## config.mk

```make
export PLATFORM = sky130hd
export DESIGN_NAME = red_pitaya_asg_burst_ctrl_flat
export DESIGN_NICKNAME = d
export VERILOG_FILES = /design/src/rtl/red_pitaya_asg_burst_ctrl_if.sv /design/src/rtl/red_pitaya_asg_burst_ctrl.sv /design/src/flat_wrapper.sv
export SDC_FILE = /design/constraint.sdc
export NUM_CORES = 1
export LEC_CHECK = 0
export BUFFER_PORTS_ARGS = -buffer_cell sky130_fd_sc_hd__buf_2
export CORE_MARGIN = 4
export CORE_UTILIZATION = 30
export CTS_BUF_LIST = sky130_fd_sc_hd__clkbuf_2
export DETAILED_ROUTE_END_ITERATION = 8
export GPL_TIMING_DRIVEN = 0
export HOLD_SLACK_MARGIN = 0.05
export PLACE_DENSITY = 0.47
export REMOVE_ABC_BUFFERS = 1
export SLEW_MARGIN = 40
export SYNTH_ARGS = -nofsm -noshare
export SYNTH_HDL_FRONTEND = slang
export SYNTH_SLANG_ARGS = --single-unit
```

## constraint.sdc

```tcl
create_clock -name dac_clk_i -period 13.75 [get_ports dac_clk_i]
set_input_delay 3.4375 -clock dac_clk_i [delete_from_list [all_inputs] [get_ports dac_clk_i]]
set_output_delay 3.4375 -clock dac_clk_i [all_outputs]
set_load 0.01 [all_outputs]
```

## src/rtl/red_pitaya_asg_burst_ctrl_if.sv

```systemverilog
// Control/status bundle between one ASG channel's burst sequencer and the
// register bank / table pointer that surround it.
interface red_pitaya_asg_burst_ctrl_if #(
    parameter int CW = 16,
    parameter int DW = 32
);
    logic          cfg_arm_i;
    logic          cfg_stop_i;
    logic          cfg_burst_i;
    logic [CW-1:0] cfg_ncyc_i;
    logic [CW-1:0] cfg_nrep_i;
    logic [DW-1:0] cfg_dly_i;
    logic          trig_i;
    logic          tbl_wrap_i;
    logic          tbl_rst_o;
    logic          run_o;
    logic          busy_o;
    logic          done_o;
    logic [1:0]    state_o;
    logic [CW-1:0] rep_cnt_o;

    modport master (
        output cfg_arm_i, cfg_stop_i, cfg_burst_i, cfg_ncyc_i, cfg_nrep_i,
               cfg_dly_i, trig_i, tbl_wrap_i,
        input  tbl_rst_o, run_o, busy_o, done_o, state_o, rep_cnt_o
    );

    modport slave (
        input  cfg_arm_i, cfg_stop_i, cfg_burst_i, cfg_ncyc_i, cfg_nrep_i,
               cfg_dly_i, trig_i, tbl_wrap_i,
        output tbl_rst_o, run_o, busy_o, done_o, state_o, rep_cnt_o
    );
endinterface

```

## src/rtl/red_pitaya_asg_burst_ctrl.sv

```systemverilog
// Per-channel ASG burst sequencer: arm, start on trigger edge, run N table
// periods, wait a microsecond delay, repeat R times; drives pointer reset/run.
module red_pitaya_asg_burst_ctrl #(
    parameter int CLK_MHZ = 125,
    parameter int CW      = 16,
    parameter int DW      = 32
) (
    input  logic                              dac_clk_i,
    input  logic                              dac_rst_i,
    red_pitaya_asg_burst_ctrl_if.slave        bus
);

    typedef enum logic [1:0] {
        ST_IDLE  = 2'd0,
        ST_ARMED = 2'd1,
        ST_RUN   = 2'd2,
        ST_DELAY = 2'd3
    } state_t;

    localparam int            PW        = (CLK_MHZ > 1) ? $clog2(CLK_MHZ) : 1;
    localparam logic [PW-1:0] PRESC_MAX = PW'(CLK_MHZ - 1);
    localparam logic [CW-1:0] REP_MAX   = '1;

    state_t        state_q,   state_d;
    logic          trig_q;
    logic [CW-1:0] cyc_q,     cyc_d;
    logic [CW-1:0] rep_q,     rep_d;
    logic [PW-1:0] presc_q,   presc_d;
    logic [DW-1:0] dly_cnt_q, dly_cnt_d;
    logic          burst_l_q, burst_l_d;
    logic [CW-1:0] ncyc_l_q,  ncyc_l_d;
    logic [CW-1:0] nrep_l_q,  nrep_l_d;
    logic [DW-1:0] dly_l_q,   dly_l_d;
    logic          tbl_rst_q, tbl_rst_d;
    logic          run_q,     run_d;
    logic          busy_q,    busy_d;
    logic          done_q,    done_d;

    logic          trig_edge;
    logic [CW-1:0] cyc_inc;
    logic [CW-1:0] rep_inc;

    assign trig_edge = bus.trig_i & ~trig_q;
    assign cyc_inc   = cyc_q + 1'b1;
    assign rep_inc   = (rep_q == REP_MAX) ? rep_q : rep_q + 1'b1;

    // NOTE: every signal driven here gets its default first, so no path can
    // leave one unassigned and infer a latch.
    always_comb begin
        state_d   = state_q;
        cyc_d     = cyc_q;
        rep_d     = rep_q;
        presc_d   = presc_q;
        dly_cnt_d = dly_cnt_q;
        burst_l_d = burst_l_q;
        ncyc_l_d  = ncyc_l_q;
        nrep_l_d  = nrep_l_q;
        dly_l_d   = dly_l_q;
        tbl_rst_d = 1'b0;
        done_d    = 1'b0;

        unique case (state_q)
            ST_IDLE: begin
                if (!bus.cfg_stop_i && bus.cfg_arm_i)
                    state_d = ST_ARMED;
            end

            ST_ARMED: begin
                if (bus.cfg_stop_i) begin
                    state_d = ST_IDLE;
                end else if (trig_edge) begin
                    state_d   = ST_RUN;
                    burst_l_d = bus.cfg_burst_i;
                    ncyc_l_d  = bus.cfg_ncyc_i;
                    nrep_l_d  = bus.cfg_nrep_i;
                    dly_l_d   = bus.cfg_dly_i;
                    rep_d     = '0;
                    cyc_d     = '0;
                    tbl_rst_d = 1'b1;
                end
            end

            ST_RUN: begin
                if (bus.cfg_stop_i) begin
                    state_d = ST_IDLE;
                end else if (bus.tbl_wrap_i && burst_l_q && (ncyc_l_q != '0)) begin
                    if (cyc_inc == ncyc_l_q) begin
                        cyc_d = '0;
                        rep_d = rep_inc;
                        if ((nrep_l_q != '0) && (rep_inc == nrep_l_q)) begin
                            state_d = ST_IDLE;
                            done_d  = 1'b1;
                        end else if (dly_l_q == '0) begin
                            tbl_rst_d = 1'b1;
                        end else begin
                            state_d   = ST_DELAY;
                            presc_d   = PRESC_MAX;
                            dly_cnt_d = dly_l_q - 1'b1;
                        end
                    end else begin
                        cyc_d = cyc_inc;
                    end
                end
            end

            ST_DELAY: begin
                // Two-level count: prescaler spans one microsecond, dly_cnt the rest.
                if (bus.cfg_stop_i) begin
                    state_d = ST_IDLE;
                end else if (presc_q == '0) begin
                    if (dly_cnt_q == '0) begin
                        state_d   = ST_RUN;
                        tbl_rst_d = 1'b1;
                    end else begin
                        presc_d   = PRESC_MAX;
                        dly_cnt_d = dly_cnt_q - 1'b1;
                    end
                end else begin
                    presc_d = presc_q - 1'b1;
                end
            end

            default: state_d = ST_IDLE;
        endcase

        run_d  = (state_d == ST_RUN);
        busy_d = (state_d != ST_IDLE);
    end

    // NOTE: sequential state uses non-blocking assignments only, so every
    // register samples the pre-edge value of every other register.
    always_ff @(posedge dac_clk_i or posedge dac_rst_i) begin
        if (dac_rst_i) begin
            state_q   <= ST_IDLE;
            trig_q    <= 1'b1;
            cyc_q     <= '0;
            rep_q     <= '0;
            presc_q   <= '0;
            dly_cnt_q <= '0;
            burst_l_q <= 1'b0;
            ncyc_l_q  <= '0;
            nrep_l_q  <= '0;
            dly_l_q   <= '0;
            tbl_rst_q <= 1'b0;
            run_q     <= 1'b0;
            busy_q    <= 1'b0;
            done_q    <= 1'b0;
        end else begin
            state_q   <= state_d;
            trig_q    <= bus.trig_i;
            cyc_q     <= cyc_d;
            rep_q     <= rep_d;
            presc_q   <= presc_d;
            dly_cnt_q <= dly_cnt_d;
            burst_l_q <= burst_l_d;
            ncyc_l_q  <= ncyc_l_d;
            nrep_l_q  <= nrep_l_d;
            dly_l_q   <= dly_l_d;
            tbl_rst_q <= tbl_rst_d;
            run_q     <= run_d;
            busy_q    <= busy_d;
            done_q    <= done_d;
        end
    end

    assign bus.tbl_rst_o = tbl_rst_q;
    assign bus.run_o     = run_q;
    assign bus.busy_o    = busy_q;
    assign bus.done_o    = done_q;
    assign bus.state_o   = state_q;
    assign bus.rep_cnt_o = rep_q;

endmodule
```

## src/flat_wrapper.sv

```systemverilog
// flat-port wrapper written by rule: the top's interface ports become plain ports
module red_pitaya_asg_burst_ctrl_flat 
#(
    parameter int CLK_MHZ = 125,
    parameter int CW      = 16,
    parameter int DW      = 32
)
  (dac_clk_i, dac_rst_i, bus_cfg_arm_i, bus_cfg_stop_i, bus_cfg_burst_i, bus_cfg_ncyc_i, bus_cfg_nrep_i, bus_cfg_dly_i, bus_trig_i, bus_tbl_wrap_i, bus_tbl_rst_o, bus_run_o, bus_busy_o, bus_done_o, bus_state_o, bus_rep_cnt_o);
  red_pitaya_asg_burst_ctrl_if #(.CW(CW), .DW(DW)) bus_i ();
  input  logic dac_clk_i;
  input  logic dac_rst_i;
  input wire logic [$bits(bus_i.cfg_arm_i)-1:0] bus_cfg_arm_i;
  input wire logic [$bits(bus_i.cfg_stop_i)-1:0] bus_cfg_stop_i;
  input wire logic [$bits(bus_i.cfg_burst_i)-1:0] bus_cfg_burst_i;
  input wire logic [$bits(bus_i.cfg_ncyc_i)-1:0] bus_cfg_ncyc_i;
  input wire logic [$bits(bus_i.cfg_nrep_i)-1:0] bus_cfg_nrep_i;
  input wire logic [$bits(bus_i.cfg_dly_i)-1:0] bus_cfg_dly_i;
  input wire logic [$bits(bus_i.trig_i)-1:0] bus_trig_i;
  input wire logic [$bits(bus_i.tbl_wrap_i)-1:0] bus_tbl_wrap_i;
  output wire logic [$bits(bus_i.tbl_rst_o)-1:0] bus_tbl_rst_o;
  output wire logic [$bits(bus_i.run_o)-1:0] bus_run_o;
  output wire logic [$bits(bus_i.busy_o)-1:0] bus_busy_o;
  output wire logic [$bits(bus_i.done_o)-1:0] bus_done_o;
  output wire logic [$bits(bus_i.state_o)-1:0] bus_state_o;
  output wire logic [$bits(bus_i.rep_cnt_o)-1:0] bus_rep_cnt_o;
  assign bus_i.cfg_arm_i = bus_cfg_arm_i;
  assign bus_i.cfg_stop_i = bus_cfg_stop_i;
  assign bus_i.cfg_burst_i = bus_cfg_burst_i;
  assign bus_i.cfg_ncyc_i = bus_cfg_ncyc_i;
  assign bus_i.cfg_nrep_i = bus_cfg_nrep_i;
  assign bus_i.cfg_dly_i = bus_cfg_dly_i;
  assign bus_i.trig_i = bus_trig_i;
  assign bus_i.tbl_wrap_i = bus_tbl_wrap_i;
  assign bus_tbl_rst_o = bus_i.tbl_rst_o;
  assign bus_run_o = bus_i.run_o;
  assign bus_busy_o = bus_i.busy_o;
  assign bus_done_o = bus_i.done_o;
  assign bus_state_o = bus_i.state_o;
  assign bus_rep_cnt_o = bus_i.rep_cnt_o;
  red_pitaya_asg_burst_ctrl #(.CLK_MHZ(CLK_MHZ), .CW(CW), .DW(DW)) u_core (.dac_clk_i(dac_clk_i), .dac_rst_i(dac_rst_i), .bus(bus_i));
endmodule
```

---- Word-level counts from Yosys, hierarchy flattened ----
Index checks and enable logic that the tools add are counted.
operators by class
  $add $sub $neg .......................... 5
  equality and inequality tests ........... 18
  mux-type cells .......................... 57
  bitwise logic cells ..................... 3
  reductions and logical operators ........ 19
operators with widths
  operator                                                number
  2-to-1 mux 32 bit                                       8
  2-to-1 mux 16 bit                                       9
  zero test 32 bit                                        2
  case mux 16 bit (2 select lines)                        2
  case mux 32 bit (2 select lines)                        1
  subtractor 32 x 1 -> 32 bit (second input constant)     2
  2-to-1 mux 7 bit                                        8
  adder 16 x 1 -> 16 bit (second input constant)          2
  == test 16 bit                                          2
  nonzero test 16 bit                                     2
  2-to-1 mux 2 bit                                        11
  == test 16 bit (second input constant)                  1
  2-to-1 mux 1 bit                                        15
  case mux 7 bit (2 select lines)                         1
  inequality test 2 bit (second input constant)           6
  AND reduction 9 bit                                     1
  inequality test 2 x 1 -> 1 bit (second input constant)  4
  case mux 2 bit (4 select lines)                         1
  AND reduction 8 bit                                     1
  zero test 7 bit                                         1
  subtractor 7 x 1 -> 7 bit (second input constant)       1
  == test 2 bit (second input constant)                   3
  AND reduction 6 bit                                     1
  nonzero test 2 bit                                      3
  10 further kinds                                        14
storage, ports and cells
  register bits ........................... 143
  bits of input ports ..................... 71
  output and inout bits ................... 22
  logic and storage cells ................. 116

---- Depth between registers and ports, before layout ----
Gate-level depths: netlist of the first run.
  depth after elaboration ................. 10
  gate-level depth with buffers ........... 17

---- Worst setup path before layout of the first run ----
No wires, ideal clock.
  path type ............................... input port to flip-flop
  start point ............................. in bus_tbl_wrap_i
  end point ............................... reg u_core.dly_cnt_q[26]
  library setup time ...................... 0.141 ns
  arrival time ............................ 4.850 ns
  required time ........................... 13.609 ns
  slack ................................... 8.759 ns
  stages on the path ...................... 10
  buffers on the path ..................... 1
  cells stage by stage .................... nand2_1 a41oi_1 nand2_1 o22ai_1 nand2_1 nand2b_1 buf_2 o31ai_1 o31a_1 a221oi_2
between the ends
  word-level cells in the longest chain between the ends .. 4
ends and longest elaborated chain
  item                                             RTL line                          source
  from (decl)                                      flat_wrapper.sv:19                input wire logic [$bits(bus_i.tbl_wrap_i)-1:0] bus_tbl_wrap_i;
  logical AND 1 bit (2 in series)                  red_pitaya_asg_burst_ctrl.sv:86   end else if (bus.tbl_wrap_i && burst_l_q && (ncyc_l_q != '0)) begin
  inequality test 2 x 1 -> 1 bit (no source line)  -
  AND reduction 9 bit (no source line)             -
  to (signal assigned)                             red_pitaya_asg_burst_ctrl.sv:154  dly_cnt_q <= dly_cnt_d;
  to (decl)                                        red_pitaya_asg_burst_ctrl.sv:29   logic [DW-1:0] dly_cnt_q, dly_cnt_d;
Every way passes these cells.
A chain may end at the register's enable or synchronous reset.

---- Worst setup path in the final report of the first run ----
  start point ............................. in bus_trig_i
  end point ............................... reg u_core.rep_q[5], in the netlist u_core.bus.rep_cnt_o[5]
between the ends
  word-level cells in the longest chain between the ends .. 3
ends and longest elaborated chain
  item                                             RTL line                          source
  from (decl)                                      flat_wrapper.sv:18                input wire logic [$bits(bus_i.trig_i)-1:0] bus_trig_i;
  AND 1 bit                                        red_pitaya_asg_burst_ctrl.sv:43   assign trig_edge = bus.trig_i & ~trig_q;
  inequality test 2 x 1 -> 1 bit (no source line)  -
  AND reduction 6 bit (no source line)             -
  to (signal assigned)                             red_pitaya_asg_burst_ctrl.sv:152  rep_q <= rep_d;
  to (decl)                                        red_pitaya_asg_burst_ctrl.sv:27   logic [CW-1:0] rep_q, rep_d;
Every way passes these cells.

==> results_dict.tcl, run 1 <==
set metrics [dict create \
    status "finished, final reports clean" \
    multi_input_area_sq_um 5605 \
    grt_overflow 0 \
    synth.top_cells.by_count "278 x nand2_1, 142 x dfrtp_1, 79 x nor2_1" \
    drc 0 \
    end_kind "register" \
    fin_crit_sh_pct 42.13 \
    seq_power_share_pct 46.7 \
    yosysWarnings 0 \
    drt_first_pass_iters 5 \
    p_leak_nw 4.427 \
    clk_latency_ps 800 \
    synth-edff-count 0 \
    placed_area_sq_um 10410 \
    vdd_drop_max_uv 63.32 \
    async_flop_share_pct 100.0 \
    io_buffers 92 \
    path_max_fanout 37 \
    total_power_mw 1.767 \
    max_freq_mhz 172.6 \
    clk_pin_slew_ps 250 \
    hold_buffers 0 \
    place_congestion 0.8330 \
    die_w_um 186.6 \
    slew_headroom_pct 50.21 \
    die_h_um 186.6 \
    netlist_instances 1197 \
    via_per_inst 5.472 \
    core_area_sq_um 31470 \
    rsz0062_at_grt "no" \
    synth.distinct_cells 87 \
    track_usage_pct 16.97 \
    antenna_left 0 \
    synthFlopType "dfrtp_1" \
    cellPowerDensity_nw_per_um2 165.8 \
    grt_pass1_vias 8938 \
    power_frac_clock_pct 15.7 \
    fin_util_pct 33.87 \
    syn_area_per_cell_sq_um 7.992 \
    worst_path_largest_cell_delay_ps 580 \
    synth.most_common_cell "nand2_1" \
    period_needed_ps 5793 \
    crit_type "in -> reg" \
    vias 9029 \
    cts_tree "built" \
    setup_ws_ps 7957 \
    crit_arrival_ps 6500 \
    post-route-cell-area_sq_um 10660 \
    nFillCells 3387 \
    setup_viol 0 \
    clock_skew_ps 50.50 \
    drv_cap 0 \
    tns_ps 0 \
    drt_iter0_drc 557 \
    start_util_pct 30.40 \
    drive_gt1_share_pct 14.60 \
    cts_resized 0 \
    drt-total-wl_mm 29.72 \
    clock-root-buffer "clkbuf_2" \
    synth_top_area_share_pct 37.14 \
    worstPathRequired_ps 14450 \
    synth.largest_area_cell "dfrtp_1" \
    synth_area_sq_um 9567 \
    combPwrFrac_pct 37.6 \
    cp_slowest_cell "and3_4" \
    stdcell_count 1650 \
    cp-start-kind "primary input" \
    finalHoldViolations 0 \
    synth-seq-cells 143 \
    placed_cells 1617 \
    cts.sinks 143 \
    grt_max_degree 70 \
    grt_antenna_before_repair 2 \
    grt_pass1_wl_mm 49.12 \
    pin_count 93 \
    synth-seq-area-share_pct 37.42 \
    pre_cts_slack_ps 7083 \
    hp-class "reg -> reg" \
    synth_area_leaders "dfrtp_1 37%, nand2_1 11%, o21ai_0 3.9%, a21oi_1 3.7%, xnor2_1 3.2%" \
    cts_buffers 17 \
    drv_slew 0 \
    seq_area_sq_um 3582 \
    sw_frac_of_total_pct 44.96 \
    cts_buffer_depth 2 \
    dpl.hpwl_mm 20.75 \
    wl_per_cell_um 18.01 \
    holdWs_ps 510.3 \
    htreeDepth 4 \
    design.die.area_sq_um 34810 \
    intPower_uw 972.7 \
    post-cts-setup-buffer-count 0 \
    p_switching_uw 794.4 \
    path_cells "buf_2, nor2b_1, and3_4, buf_12, o22ai_4, buf_8, a21oi_2, nand2_1, o41ai_1" \
    num_rows 65 \
    tightest_slew_ps 746.9 \
    syn_to_final_growth_pct 11.43 \
    nNetsFinal 1309 \
]
-- registers in the layout, indices dropped and copies added, names as in the netlist --
signal	flops
u_core.bus.tbl_rst_o	1
u_core.ncyc_l_q	16
u_core.bus.done_o	1
u_core.bus.run_o	1
u_core.presc_q	7
u_core.trig_q	1
u_core.cyc_q	16
u_core.bus.busy_o	1
u_core.bus.state_o	2
u_core.bus.rep_cnt_o	16
u_core.burst_l_q	1
u_core.dly_cnt_q	32
u_core.dly_l_q	32
u_core.nrep_l_q	16
-- placed cells by master, fill, tap and decap left out, types with 5 or more instances in the layout --
master      n
o21ai_0    74
or4_1      10
o211ai_1    6
nor4bb_1    6
nand4_1    17
a21oi_1    70
nor3_1     28
nor4_1     39
nor2_1     77
a211o_1     6
clkinv_2    5
o41ai_1    11
nor4_2      6
xnor2_1    35
nand3_1    37
a211oi_1   17
clkbuf_2   17
o22ai_1     8
a21o_1      5
buf_2      94
nor3b_1     5
o31ai_1    25
mux2i_1    11
xor2_1     13
a31oi_1    12
or3_1      19
a221o_1     9
nor2b_1     9
nand2_1   277
inv_1      15
mux2_2      7
dfrtp_1   140
nand2b_1   19
-- worst max-delay path, delay by kind of cell --
family          cells  cell delay, ps
buf+inv             3             550
compound gates      3            1100
simple gates        3            1390
-- power groups by stage --
stage	logic [mW]	clock network, mW	registers, mW
floorplan	0.515	0	0.736
global placement	0.647	0	0.828
detailed placement	0.666	0	0.832
CTS	0.670	0.290	0.823
global route	0.759	0.305	0.856
finish	0.664	0.278	0.826
-- metal layers --
layer | wire, um | GRT usage (%)
met5 | 13 | 0
met4 | 512 | 4.494
met3 | 1113 | 3.124
met2 | 13810 | 27.52
met1 | 14270 | 23.44
-- logic make-up (layout without fill, tap and decap cells) --
group           count (synthesis)  count (layout)  share of synthesized area (%)
flops                         143             143                          37.42
fa+ha+maj                       4               4                         0.5232
buf+inv                       101             151                          4.721
compound gates                286             286                          19.62
other cells                     0               1                              0
mux                            20              20                          2.289
xor+xnor                       48              48                          4.394
simple gates                  595             595                          31.04
-- worst paths after layout --
check / start / endpoint / slack (ps) / cells past startpoint
worst max-delay path: bus_trig_i / u_core.bus.rep_cnt_o[5]$_DFFE_PP0P_ / 7960 / 9
worst min-delay path: u_core.presc_q[5]$_DFFE_PP0P_ / u_core.presc_q[5]$_DFFE_PP0P_ / 510 / 1
worst max register to register: u_core.cyc_q[0]$_DFFE_PP0P_ / u_core.dly_cnt_q[18]$_DFFE_PP0P_ / 9200 / 11
worst min register to register: u_core.presc_q[5]$_DFFE_PP0P_ / u_core.presc_q[5]$_DFFE_PP0P_ / 510 / 1
max in group asynchronous: dac_rst_i / u_core.bus.rep_cnt_o[0]$_DFFE_PP0P_ / 10250 / 4
min in group asynchronous: dac_rst_i / u_core.ncyc_l_q[7]$_DFFE_PP0P_ / 2550 / 2
-- final cells by class --
type                            count  share of cell area [%]
Antenna cell                        1                 0.02347
Clock buffer                       17                  0.7981
Clock inverter                     15                   1.573
Inverter                           16                  0.6338
Multi-Input combinational cell    953                   52.58
Sequential cell                   143                   33.60
Tap cell                          402                   4.718
Timing Repair Buffer              103                   6.068
Power figures use the tool's default switching activity.
==> inputs of run 2 (changes only) <==
ABC_AREA = 1   (was not set)
clock period = 5.8 ns   (was 13.75 ns; I/O delays follow)
==> results_dict.tcl, run 2 <==
set metrics [dict create \
    status "finished, final reports clean" \
    grt_pass1_vias 7977 \
    drt-total-wl_mm 24.99 \
    synth_area_sq_um 8797 \
    layout_common_cells "306 x nand2_1, 210 x nor2_1, 142 x inv_1, 142 x dfrtp_1, 94 x nand3_1" \
    num_rows 62 \
    synth.largest_area_cell "dfrtp_1" \
    layout_commonest_cell "nand2_1" \
    synthFlopType "dfrtp_1" \
    die_w_um 179.2 \
    drv_slew 0 \
    cts.sinks 143 \
    drive_gt1_share_pct 12.34 \
    io_buffers 92 \
    htreeDepth 4 \
    finalHoldViolations 0 \
    placed_area_sq_um 9654 \
    synth_top_area_share_pct 40.39 \
    wl_per_cell_um 14.37 \
    worstPathRequired_ps 6470 \
    cellPowerDensity_nw_per_um2 398.1 \
    dpl.hpwl_mm 18.55 \
    cp-start-kind "register" \
    clock_skew_ps 44.06 \
    design.die.area_sq_um 32130 \
    holdWs_ps 499.6 \
    clk_pin_slew_ps 240 \
    hold_buffers 0 \
    hp-class "reg -> reg" \
    synth.distinct_cells 39 \
    grt_pass1_wl_mm 41.19 \
    drv_cap 0 \
    r2r_slack_ps 1780 \
    crit_path_end "u_core.dly_cnt_q[14]$_DFFE_PP0P_" \
    drc 0 \
    grt_overflow 0 \
    place_congestion 0.8297 \
    die_h_um 179.2 \
    post-cts-setup-buffer-count 0 \
    total_power_mw 3.944 \
    cts_tree "built" \
    drt_iter0_drc 502 \
    nNetsFinal 1416 \
    slew_headroom_pct 50.29 \
    synth.most_common_cell "nand2_1" \
    clk_latency_ps 750 \
    top_regs "u_core.dly_cnt_q x32, u_core.dly_l_q x32" \
    grt_max_degree 71 \
    fin_crit_sh_pct 69.35 \
    netlist_instances 1264 \
    vias 8248 \
    pin_count 93 \
    drt_first_pass_iters 8 \
    clock-root-buffer "clkbuf_2" \
    syn_to_final_growth_pct 12.60 \
    post-route-cell-area_sq_um 9906 \
    synth_area_leaders "dfrtp_1 40%, nand2_1 13%, nor2_1 9.0%, inv_1 6.1%, nand3_1 5.3%" \
    antenna_left 0 \
    nFillCells 3172 \
    cts_buffers 17 \
    track_usage_pct 16.11 \
    synth-seq-area-share_pct 40.69 \
    crit_type "reg -> reg" \
    period_needed_ps 4022 \
    tightest_slew_ps 744.9 \
    seq_area_sq_um 3580 \
    reg2reg_to "u_core.dly_cnt_q[14]$_DFFE_PP0P_" \
    via_per_inst 4.743 \
    max_freq_mhz 248.6 \
    vdd_drop_max_uv 180.5 \
    crit_arrival_ps 4690 \
    async_flop_share_pct 100.0 \
    timing.rr.start "u_core.bus.rep_cnt_o[0]$_DFFE_PP0P_" \
    critPathLaunch "u_core.bus.rep_cnt_o[0]$_DFFE_PP0P_" \
    rsz0062_at_grt "no" \
    grt_antenna_before_repair 1 \
    cts_resized 0 \
    rr_worst_depth 18 \
    core_area_sq_um 28780 \
    cts_buffer_depth 2 \
    synth-seq-cells 143 \
    setup_viol 0 \
    start_util_pct 30.57 \
    syn_area_per_cell_sq_um 6.960 \
    multi_input_area_sq_um 4487 \
    synth-edff-count 0 \
    p_leak_nw 4.727 \
    yosysWarnings 0 \
    path_max_fanout 33 \
    synth.top_cells.by_count "307 x nand2_1, 210 x nor2_1, 143 x inv_1" \
    end_kind "register" \
]
[run 2: stage by stage]
stage	util [%]	setup TNS [ps]	cells	setup slack, ps
3_5_place_dp	33.54	0	1705	1196
6_report	34.42	0	1739	1778
2_1_floorplan	-	0	1225	513.7
4_1_cts	34.35	0	1736	1671
5_1_grt	34.42	0	1739	1336
3_3_place_gp	33.13	-272210	1701	-1768
[run 2: worst min-delay path by stage]
stage                             startpoint                              to  slack [ps]  depth (start not counted)
6_report       u_core.presc_q[1]$_DFFE_PP0P_   u_core.presc_q[1]$_DFFE_PP0P_         500                          2
5_1_grt                            dac_rst_i  u_core.dly_l_q[13]$_DFFE_PP0P_         490                          2
4_1_cts                            dac_rst_i  u_core.dly_l_q[10]$_DFFE_PP0P_         500                          2
3_5_place_dp   u_core.presc_q[1]$_DFFE_PP0P_   u_core.presc_q[1]$_DFFE_PP0P_         460                          2
3_3_place_gp   u_core.presc_q[2]$_DFFE_PP0P_   u_core.presc_q[2]$_DFFE_PP0P_         460                          2
2_1_floorplan  u_core.presc_q[1]$_DFFE_PP0P_   u_core.presc_q[1]$_DFFE_PP0P_         440                          2
[run 2: logic make-up after synthesis]
group,Yosys count,synth area share (%)
and+or+nand+nor,738,36.69
buffers and inverters,184,8.505
AOI/OAI and AO/OA,150,8.946
DFF,143,40.69
xor gates and xnor gates,41,4.082
muxes,4,0.5120
adders and majority gates,4,0.5689
[run 2: layout make-up]
| cell class | instances | area share (%) |
|---|---|---|
| diodes | 2 | 0.05052 |
| clock buffers | 18 | 0.9094 |
| clock inverters | 13 | 1.427 |
| inverters | 145 | 5.570 |
| multi-input cells | 937 | 45.29 |
| flip-flops and latches | 143 | 36.14 |
| well taps | 384 | 4.850 |
| repair buffers | 97 | 5.760 |
[run 2: per-layer routing]
layer  GRT usage [%]  vias to the layer above  part of all wire [%]
met2           26.79                      153                    47
met3           2.995                       16                   4.4
li1                -                     4239                     -
met5               0                        -                     0
met1           21.78                     3840                    47
met4           3.777                        0                   1.2
[run 2: power by group]
group	leakage, nW	switching [mW]	internal (mW)
clock	0.127	0.414	0.197
sequential	1.68	0.324	1.40
combinational	2.92	1.03	0.575
total	4.73	1.77	2.17
[run 2: critical path, cell delays in order (launching register included)]
cell     delay [ps]
dfrtp_1         540
ha_1            240
nand3_2         180
nor2_2          220
nand2_1         430
nand2_1         220
nand2_1          90
nand2_1          70
nand2_1          80
nand2_1          80
nor2_1           40
nand2_1          80
nor2_2           40
nand3_2         180
nand2_2         460
nor2_4          590
buf_8           230
nor2_1           50
nor2_1          100
